--- src/rtl/cm0_sleep_power_ctrl.sv ---
// rtl/cm0_sleep_power_ctrl.sv - Cortex-M0 sleep/deep-sleep handshake, HCLK gating and PMU retention sequencer
module cm0_sleep_power_ctrl #(
    parameter int unsigned GATE_DLY = 4,
    parameter int unsigned HOLD_TMO = 16,
    parameter bit          WIC_MODE = 1'b1
) (
    input  logic       SCLK,
    input  logic       HRESET,
    input  logic       SLEEPING,
    input  logic       SLEEPDEEP,
    input  logic       SLEEPHOLDACKn,
    input  logic       WICDSACKn,
    input  logic       WAKEUP,
    input  logic       DBGKEEP,
    input  logic       PMUPWRUPACK,
    output logic       SLEEPHOLDREQn,
    output logic       WICDSREQn,
    output logic       HCLKEN,
    output logic       PMUPWRDNREQ,
    output logic       ISOLATE,
    output logic [2:0] STATE
);

    typedef enum logic [2:0] {
        ST_RUN     = 3'd0,
        ST_GWAIT   = 3'd1,
        ST_LSLEEP  = 3'd2,
        ST_DSREQ   = 3'd3,
        ST_DSGATED = 3'd4,
        ST_PWRDN   = 3'd5,
        ST_PWRUP   = 3'd6,
        ST_RESTORE = 3'd7
    } state_e;

    localparam logic [7:0] GATE_LOAD = 8'(GATE_DLY - 1);
    localparam logic [7:0] HOLD_LOAD = 8'(HOLD_TMO - 1);

    state_e     state_q, state_d;
    logic [7:0] cnt_q, cnt_d;
    logic       hclken_q, hclken_d;
    logic       holdreq_n_q, holdreq_n_d;
    logic       pwrdnreq_q, pwrdnreq_d;
    logic       isolate_q, isolate_d;
    logic       wicdsreq_n_q;

    // One counter serves both the gate delay (GWAIT) and the hold-ack timeout (DSREQ).
    always_comb begin
        state_d = state_q;
        cnt_d   = cnt_q;
        case (state_q)
            ST_RUN: begin
                if (!DBGKEEP && SLEEPING) begin
                    if (SLEEPDEEP) begin
                        state_d = ST_DSREQ;
                        cnt_d   = HOLD_LOAD;
                    end else begin
                        state_d = ST_GWAIT;
                        cnt_d   = GATE_LOAD;
                    end
                end
            end
            ST_GWAIT: begin
                if (!SLEEPING || DBGKEEP) begin
                    state_d = ST_RUN;
                    cnt_d   = '0;
                end else if (cnt_q == 8'd0) begin
                    state_d = ST_LSLEEP;
                end else begin
                    cnt_d = cnt_q - 8'd1;
                end
            end
            ST_LSLEEP: begin
                if (!SLEEPING || WAKEUP || DBGKEEP) begin
                    state_d = ST_RUN;
                end
            end
            ST_DSREQ: begin
                if (!SLEEPING || DBGKEEP) begin
                    state_d = ST_RUN;
                    cnt_d   = '0;
                end else if (!SLEEPHOLDACKn) begin
                    state_d = (WIC_MODE && !WICDSACKn) ? ST_PWRDN : ST_DSGATED;
                    cnt_d   = '0;
                end else if (cnt_q == 8'd0) begin
                    state_d = ST_GWAIT;
                    cnt_d   = GATE_LOAD;
                end else begin
                    cnt_d = cnt_q - 8'd1;
                end
            end
            ST_DSGATED: begin
                if (WAKEUP || DBGKEEP) begin
                    state_d = ST_RESTORE;
                end
            end
            ST_PWRDN: begin
                if (WAKEUP || DBGKEEP) begin
                    state_d = ST_PWRUP;
                end
            end
            ST_PWRUP: begin
                if (PMUPWRUPACK) begin
                    state_d = ST_RESTORE;
                end
            end
            ST_RESTORE: begin
                if (SLEEPHOLDACKn) begin
                    state_d = ST_RUN;
                end
            end
            default: begin
                state_d = ST_RUN;
                cnt_d   = '0;
            end
        endcase
    end

    // Outputs are decoded from the next state so they change on the same edge as STATE.
    always_comb begin
        hclken_d    = 1'b1;
        holdreq_n_d = 1'b1;
        isolate_d   = 1'b0;
        pwrdnreq_d  = 1'b0;
        if (state_d inside {ST_LSLEEP, ST_DSGATED, ST_PWRDN, ST_PWRUP}) begin
            hclken_d = 1'b0;
        end
        if (state_d inside {ST_DSREQ, ST_DSGATED, ST_PWRDN, ST_PWRUP}) begin
            holdreq_n_d = 1'b0;
        end
        if (state_d inside {ST_PWRDN, ST_PWRUP}) begin
            isolate_d = 1'b1;
        end
        // PMU request trails isolation by one cycle so clamps settle before power drops.
        if ((state_q == ST_PWRDN) && (state_d == ST_PWRDN)) begin
            pwrdnreq_d = 1'b1;
        end
    end

    always_ff @(posedge SCLK or posedge HRESET) begin
        if (HRESET) begin
            state_q      <= ST_RUN;
            cnt_q        <= '0;
            hclken_q     <= 1'b1;
            holdreq_n_q  <= 1'b1;
            pwrdnreq_q   <= 1'b0;
            isolate_q    <= 1'b0;
            wicdsreq_n_q <= ~WIC_MODE;
        end else begin
            state_q      <= state_d;
            cnt_q        <= cnt_d;
            hclken_q     <= hclken_d;
            holdreq_n_q  <= holdreq_n_d;
            pwrdnreq_q   <= pwrdnreq_d;
            isolate_q    <= isolate_d;
            wicdsreq_n_q <= ~WIC_MODE;
        end
    end

    assign SLEEPHOLDREQn = holdreq_n_q;
    assign WICDSREQn     = wicdsreq_n_q;
    assign HCLKEN        = hclken_q;
    assign PMUPWRDNREQ   = pwrdnreq_q;
    assign ISOLATE       = isolate_q;
    assign STATE         = state_q;

endmodule

--- config.mk ---
export PLATFORM = sky130hd
export DESIGN_NAME = cm0_sleep_power_ctrl
export DESIGN_NICKNAME = d
export VERILOG_FILES = /design/src/rtl/cm0_sleep_power_ctrl.sv
export SDC_FILE = /design/constraint.sdc
export NUM_CORES = 1
export LEC_CHECK = 0
export ABC_AREA = 1
export BUFFER_PORTS_ARGS = -buffer_cell sky130_fd_sc_hd__buf_2
export CAP_MARGIN = 20
export CORE_MARGIN = 3
export CORE_UTILIZATION = 40
export CTS_CLUSTER_DIAMETER = 60
export DETAILED_ROUTE_END_ITERATION = 8
export PLACE_DENSITY_LB_ADDON = 0.3
export SYNTH_ARGS = -nofsm -noshare
export SYNTH_HDL_FRONTEND = slang
export SYNTH_SLANG_ARGS = --single-unit
export TNS_END_PERCENT = 100
--- constraint.sdc ---
create_clock -name SCLK -period 2.5 [get_ports SCLK]
set_input_delay 0.25 -clock SCLK [delete_from_list [all_inputs] [get_ports SCLK]]
set_output_delay 0.25 -clock SCLK [all_outputs]
set_load 0.005 [all_outputs]
==> summary.md, run 1 <==
| Metric | Value |
|---|---|
| Outcome | `complete, but fails checks` |
| Failing checks | `negative hold slack` |
| Num ports | `17` |
| Crit-path cells | `inv_1 > ha_1 > nand2_2 > nor2_8 > nor2_1 > o21a_1 > nand2_2 > o21a_1 > inv_1` |
| Arrival time at the worst endpoint | `1890 ps` |
| Crit share post-route | `0.679` |
| Post-DR wirelength/cell | `11.5 µm` |
| Drt pass-1 iters | `4` |
| Num CTS Buffers | `3` |
| Post-synth top area share | `0.298` |
| Clock skew | `2.20 ps` |
| Nets | `176` |
| Via count | `982` |
| Max Cap Viol | `0` |
| Slew of the pin with the lowest slew margin | `567 ps` |
| Peak supply drop | `595 µV` |
| Hold_ws | `-2.77 ps` |
| Register area | `378 µm²` |
| Crit-path leading delay family | `simple AND/OR/NAND/NOR gates` |
| Fin Setup TNS | `0 ps` |
| Synth Area per Inst | `7.37 µm²` |
| Crit Path Max Fanout | `8` |
| Fillers | `258` |
| Power Density | `1020 nW/µm²` |
| Vias in the first global route | `917` |
| Grt ovf | `0` |
| WS Path Type | `register to register` |
| Antenna diodes | `0` |
| GP Congestion | `0.862` |
| Setup-failing EPs final | `0` |
| CP Launch Type | `register` |
| Library cells used by synthesis | `28` |
| Share of layout cells above drive strength 1 | `0.303` |
| Largest net degree at the start of global routing | `16` |
| Post-DP HPWL | `1820 µm` |
| Max stage delay on crit path | `400 ps` |
| DIE AREA | `3390 µm²` |
| DRT iter0 DRCs | `20` |
| Routed WL | `2240 µm` |
| Post-Syn Area | `1090 µm²` |
| Area growth syn-to-layout | `11.7%` |
| RSZ-0062 raised after global routing | `false` |
| TritonCTS clock tree | `built` |
| First-pass GRT wire length | `3860 µm` |
| Rel. slew slack | `0.622` |
| Root Buffer | `clkbuf_4` |
| Slowest CP cell | `dfrtp_1` |
| GRT Total Usage | `0.148` |
| Skew-Pair Late Insertion Delay | `290 ps` |
| Crit end category | `register` |
| Max-slew violation count | `0` |
| Hold Fails Final Rpt | `10` |
| FF+latch count, synth | `15` |
| Min Clock Period, post-route | `1700 ps` |
| Clock Pin Slew Worst Setup and Hold Paths | `90 ps` |
| Post-Syn Nets | `158` |
| Area leader, netlist | `dfrtp_1` |
| Initial antenna violation count | `0` |
| Die Height | `58.2 µm` |
| Num rows | `18` |
| Post-CTS Hold Buffers | `0` |
| Clock Path Buffers | `2` |
| Dpl cell area | `1190 µm²` |
| Post-CTS Resized | `0` |
| Crit path required time | `2690 ps` |
| Area of the multi-input gates | `609 µm²` |
| DRC violations left | `0` |
| Initial Util | `0.429` |
| Vias per cell | `5.04` |
| CORE AREA | `2540 µm²` |
| Final instance area | `1220 µm²` |
| CTS Sinks | `15` |
| Die Wd | `58.2 µm` |
| Largest cells by area after synthesis | `dfrtp_1 30%, nand2_1 8.6%, nor2_1 6.9%` |
| PortBufs | `15` |
| Buf/Inv on CP | `2` |
| Leakage | `0.619 nW` |
| Antenna-violating nets left | `0` |
| Post-Syn Instances | `148` |
| Synth Warn # | `0` |
| Sequential-to-total area share from yosys stat | `0.346` |
| Max Freq | `589 MHz` |
| Htree depth | `1` |
| # Post-CTS Setup Buffers | `0` |
| Worst hold path type | `input pin to asynchronous set/reset pin` |
## Yosys cell counts
master / number
nand2_1: 25
nor2_1: 20
inv_1: 18
dfrtp_1: 13
nor2_2: 9
nand2_2: 7
nand3_1: 7
xor2_1: 6
nand4_1: 5
a21oi_1: 4
inv_2: 4
o21ai_0: 4
nand3_2: 3
o21ai_1: 3
a31oi_1: 2
buf_4: 2
dfstp_2: 2
nor3_1: 2
o21a_1: 2
o22ai_1: 2
a21boi_2: 1
a21oi_4: 1
conb_1: 1
ha_1: 1
inv_4: 1
nand2_4: 1
nor2_4: 1
nor2_8: 1
## cell usage in the layout, fill, tap and decap left out
| cell type | instances |
|---|---|
| a21boi_2 | 1 |
| a21oi_1 | 4 |
| a21oi_4 | 1 |
| a31oi_1 | 2 |
| buf_2 | 15 |
| clkbuf_4 | 3 |
| clkinvlp_4 | 1 |
| conb_1 | 1 |
| dfrtp_1 | 13 |
| dfstp_2 | 2 |
| ha_1 | 1 |
| inv_1 | 18 |
| inv_2 | 4 |
| inv_4 | 1 |
| nand2_1 | 25 |
| nand2_2 | 7 |
| nand2_4 | 1 |
| nand3_1 | 7 |
| nand3_2 | 3 |
| nand4_1 | 5 |
| nor2_1 | 20 |
| nor2_2 | 9 |
| nor2_4 | 1 |
| nor2_8 | 1 |
| nor3_1 | 2 |
| o21a_1 | 2 |
| o21ai_0 | 4 |
| o21ai_1 | 3 |
| o22ai_1 | 2 |
| xor2_1 | 6 |
## worst reg2reg max path, delay by kind of cell (launching register included)
family          cells  cell delay, ps
compound gates      2             330
fa+ha+maj           1             240
buf+inv             2             150
flops               1             400
simple gates        4             480
## report_power, final
part | switching [mW] | leakage [nW] | internal, mW
clock | 0.0834 | 0.0139 | 0.0609
combinational | 0.442 | 0.419 | 0.241
sequential | 0.0828 | 0.187 | 0.327
total | 0.609 | 0.619 | 0.629
## registers in the layout, summed over array words and instances (netlist names)
register / count
cnt_q: 8
STATE: 3
HCLKEN: 1
ISOLATE: 1
PMUPWRDNREQ: 1
SLEEPHOLDREQn: 1
## through the flow
step	power [mW]	hold WS [ps]	setup slack, ps	utilization	instances
after global routing	1.35	22.3	661	0.479	195
after floorplan	0.940	150	980	-	148
final	1.24	-2.77	804	0.479	195
after CTS	1.25	6.51	803	0.479	195
after detailed placement	1.10	333	825	0.467	191
after global placement	1.09	318	887	0.467	191
## layout make-up
type	instances	area share
clock buffer	3	0.0185
tap	30	0.0308
multi-input combinational	108	0.500
timing repair buffer	15	0.0616
sequential	15	0.310
inverter	23	0.0729
clock inverter	1	0.00616
## per-layer routing
metal,GRT usage,up-vias,routed length [µm]
met5,0,-,0
met4,0.0298,0,13
met3,0.0423,2,100
met2,0.253,25,1150
met1,0.185,454,983
li1,-,501,-
## path summary, 6_finish.rpt
kind | startpoint | to | slack [ps] | cells after the start
worst max-delay path | cnt_q[0] | cnt_q[5] | 800 | 9
max in group asynchronous | HRESET | HCLKEN | 2130 | 2
worst min-delay path | HRESET | cnt_q[3] | -3 | 2
worst min register to register | cnt_q[1] | cnt_q[1] | 570 | 2
min in group SCLK | WAKEUP | PMUPWRDNREQ | 310 | 4
worst max register to register | cnt_q[0] | cnt_q[5] | 800 | 9
## cells by family after synthesis
group	Yosys count	share of synthesized area
AOI/OAI and AO/OA	19	0.112
other	1	0.00344
DFF	15	0.346
and+or+nand+nor	81	0.383
adders and majority gates	1	0.0115
buffers and inverters	25	0.0952
xor gates and xnor gates	6	0.0482
Power figures use the tool's default switching activity.
==> run 2, diff against run 1 <==
clock period = 1.75 ns   (was 2.5 ns; I/O delays follow)
==> run 2 against run 1 <==
  * The flow now finishes without violations
  * Utilization up 0.49 points
  * Wire length up 1.2%
  * Largest power group unchanged
  * Non-clock buffer count up 1
  * Critical endpoint unchanged
  * Register-to-register slack worse by 660 ps
  * Combinational power up 43%
  * Sequential power up 43%
  * Sequential share of layout area down 0.32 points
  * Critical path depth unchanged
  * First-iteration DRC count up 40%
==> summary.md, run 2 (same netlist as run 1, synthesis figures left out) <==
| Metric | Value |
|---|---|
| Num ports | `17 (unchanged)` |
| # Post-CTS Setup Buffers | `0 (unchanged)` |
| DIE AREA | `3390 µm² (unchanged)` |
| Outcome | `finished clean` |
| WS Path Type | `register to register` |
| Initial antenna violation count | `0 (unchanged)` |
| Clock Path Buffers | `2 (unchanged)` |
| Via count | `996 (+1.4%)` |
| Max Freq | `624 MHz (+5.8%)` |
| Die Height | `58.2 µm (unchanged)` |
| Antenna-violating nets left | `0 (unchanged)` |
| Slowest CP cell | `dfrtp_1` |
| Min Clock Period, post-route | `1600 ps (-93.4 ps)` |
| DRT iter0 DRCs | `28 (+40%)` |
| CTS Sinks | `15 (unchanged)` |
| R2R setup slack | `150 ps (-660 ps)` |
| Grt ovf | `0 (unchanged)` |
| Fillers | `256 (-0.78%)` |
| Clock Pin Slew Worst Setup and Hold Paths | `90 ps (about the same)` |
| Skew-Pair Late Insertion Delay | `290 ps (about the same)` |
| Setup-failing EPs final | `0 (unchanged)` |
| Post-DR wirelength/cell | `11.6 µm (+0.69%)` |
| Drt pass-1 iters | `4 (unchanged)` |
| Num CTS Buffers | `3 (unchanged)` |
| Max stage delay on crit path | `410 ps (about the same)` |
| WHS Endpoint | `PMUPWRDNREQ` |
| Antenna diodes | `0 (unchanged)` |
| Sw power | `872 µW (+43%)` |
| Leakage | `0.621 nW (+0.29%)` |
| Worst hold path type | `input pin to register` |
| Crit path required time | `1940 ps (-750 ps)` |
| Routed WL | `2270 µm (+1.2%)` |
| Worst R2R Path Depth | `9 (unchanged)` |
| Rel. slew slack | `0.626 (+0.00418)` |
| Max Cap Viol | `0 (unchanged)` |
| Area growth syn-to-layout | `12.8%` |
| PortBufs | `15 (unchanged)` |
| Power Density | `1440 nW/µm² (+42%)` |
| DRC violations left | `0 (unchanged)` |
| R2r endpoint | `cnt_q[5]` |
| Crit Path Max Fanout | `8 (unchanged)` |
| Largest register FFs | `8 (unchanged)` |
| Hold Fails Final Rpt | `0 (-10)` |
| Pint | `901 µW (+43%)` |
| RSZ-0062 raised after global routing | `false` |
| Crit end category | `register` |
| Root Buffer | `clkbuf_4` |
| Commonest non-fill, non-tap cell in the layout | `nand2_1` |
| Crit-path leading delay family | `simple AND/OR/NAND/NOR gates` |
| Crit share post-route | `0.916 (+0.237)` |
| Hold Crit Depth | `4` |
| Peak supply drop | `855 µV (+44%)` |
| Crit-path cells | `inv_2 > ha_2 > nand2_2 > nor2_8 > nor2_1 > o21a_1 > nand2_2 > o21a_1 > inv_1` |
| Most frequent cells in the layout | `25 x nand2_1, 20 x nor2_1, 17 x inv_1` |
| GRT Total Usage | `0.149 (+0.00139)` |
| First-pass GRT wire length | `3910 µm (+1.1%)` |
| Final core utilization | `0.484 (+0.00492)` |
| Largest net degree at the start of global routing | `16 (unchanged)` |
| Vias per cell | `5.08 (+0.91%)` |
| Htree depth | `1 (unchanged)` |
| Slew of the pin with the lowest slew margin | `561 ps (-6.26 ps)` |
| CP Launch Type | `register` |
| Share of power burned in registers | `0.331 (about the same)` |
| Switch share | `0.492 (about the same)` |
| Vias in the first global route | `922 (+0.55%)` |
| Most flop-heavy register | `cnt_q` |
| Fin Setup TNS | `0 ps (unchanged)` |
| Initial Util | `0.429 (unchanged)` |
| Nets | `177 (+0.57%)` |
| Die Wd | `58.2 µm (unchanged)` |
| Arrival time at the worst endpoint | `1790 ps (-100 ps)` |
| Post-DP HPWL | `1820 µm (unchanged)` |
| Hold_sp | `WAKEUP` |
| Power share of the combinational group | `0.553 (about the same)` |
| GP Congestion | `0.862 (unchanged)` |
| CORE AREA | `2540 µm² (unchanged)` |
| R2r startpoint | `cnt_q[0]` |
| Clk pwr share | `0.116 (about the same)` |
| TritonCTS clock tree | `built` |
| Buf/Inv on CP | `2 (unchanged)` |
| Clock skew | `2.33 ps (+0.132 ps)` |
| Max-slew violation count | `0 (unchanged)` |
| Share of layout cells above drive strength 1 | `0.313 (+0.0102)` |
| Num rows | `18 (unchanged)` |
[run 2: stage by stage]
stage               area [µm²]  total power [mW]  setup slack (ps)  hold slack [ps]  cells
finish                    1230              1.77               147              236    196
global route              1230              1.93              19.4              237    196
CTS                       1230              1.79              52.5              230    196
detailed placement        1190              1.57              74.6              258    191
global placement          1190              1.55               137              243    191
floorplan                 1090              1.34               230             75.0    148
[run 2: area by class of cell]
type	instances	area, µm²	area share
sequential	15	378	0.307
timing repair buffer	16	85.1	0.0691
inverter	23	88.8	0.0722
tap	30	37.5	0.0305
clock buffer	3	22.5	0.0183
clock inverter	1	7.51	0.00610
multi-input combinational	108	612	0.497
[run 2: worst max path at each step]
stage	startpoint	endpoint	slack, ps	cells past startpoint
final	cnt_q[0]	cnt_q[5]	150	9
after global routing	cnt_q[0]	SLEEPHOLDREQn	20	11
after CTS	cnt_q[0]	cnt_q[5]	50	9
after detailed placement	cnt_q[0]	cnt_q[5]	70	9
after global placement	cnt_q[0]	cnt_q[5]	140	9
after floorplan	cnt_q[0]	cnt_q[5]	230	9
[run 2: power groups by stage]
stage / clock, mW / sequential [mW] / combinational (mW)
final: 0.205 / 0.587 / 0.980
after global routing: 0.228 / 0.605 / 1.09
after CTS: 0.216 / 0.585 / 0.983
after detailed placement: 0 / 0.591 / 0.978
after global placement: 0 / 0.591 / 0.961
after floorplan: 0 / 0.559 / 0.784
[run 2: worst register-to-register path: stages (launching register included)]
cell	delay, ps
dfrtp_1	410
inv_2	90
ha_2	210
nand2_2	110
nor2_8	160
nor2_1	60
o21a_1	210
nand2_2	110
o21a_1	120
inv_1	30
[run 2: repair_timing]
action / in CTS / in global routing
setup endpoints to repair: 0 / 7
hold endpoints to repair: 13 / 0
gates resized for setup: 0 / 2
hold buffers: 1 / 0
[run 2: layer usage]
layer	part of all wire	vias to the layer above	GRT usage
met5	0	-	0
met4	0.0057	0	0.0298
met3	0.049	2	0.0423
met2	0.51	27	0.256
met1	0.43	460	0.187
li1	-	507	-
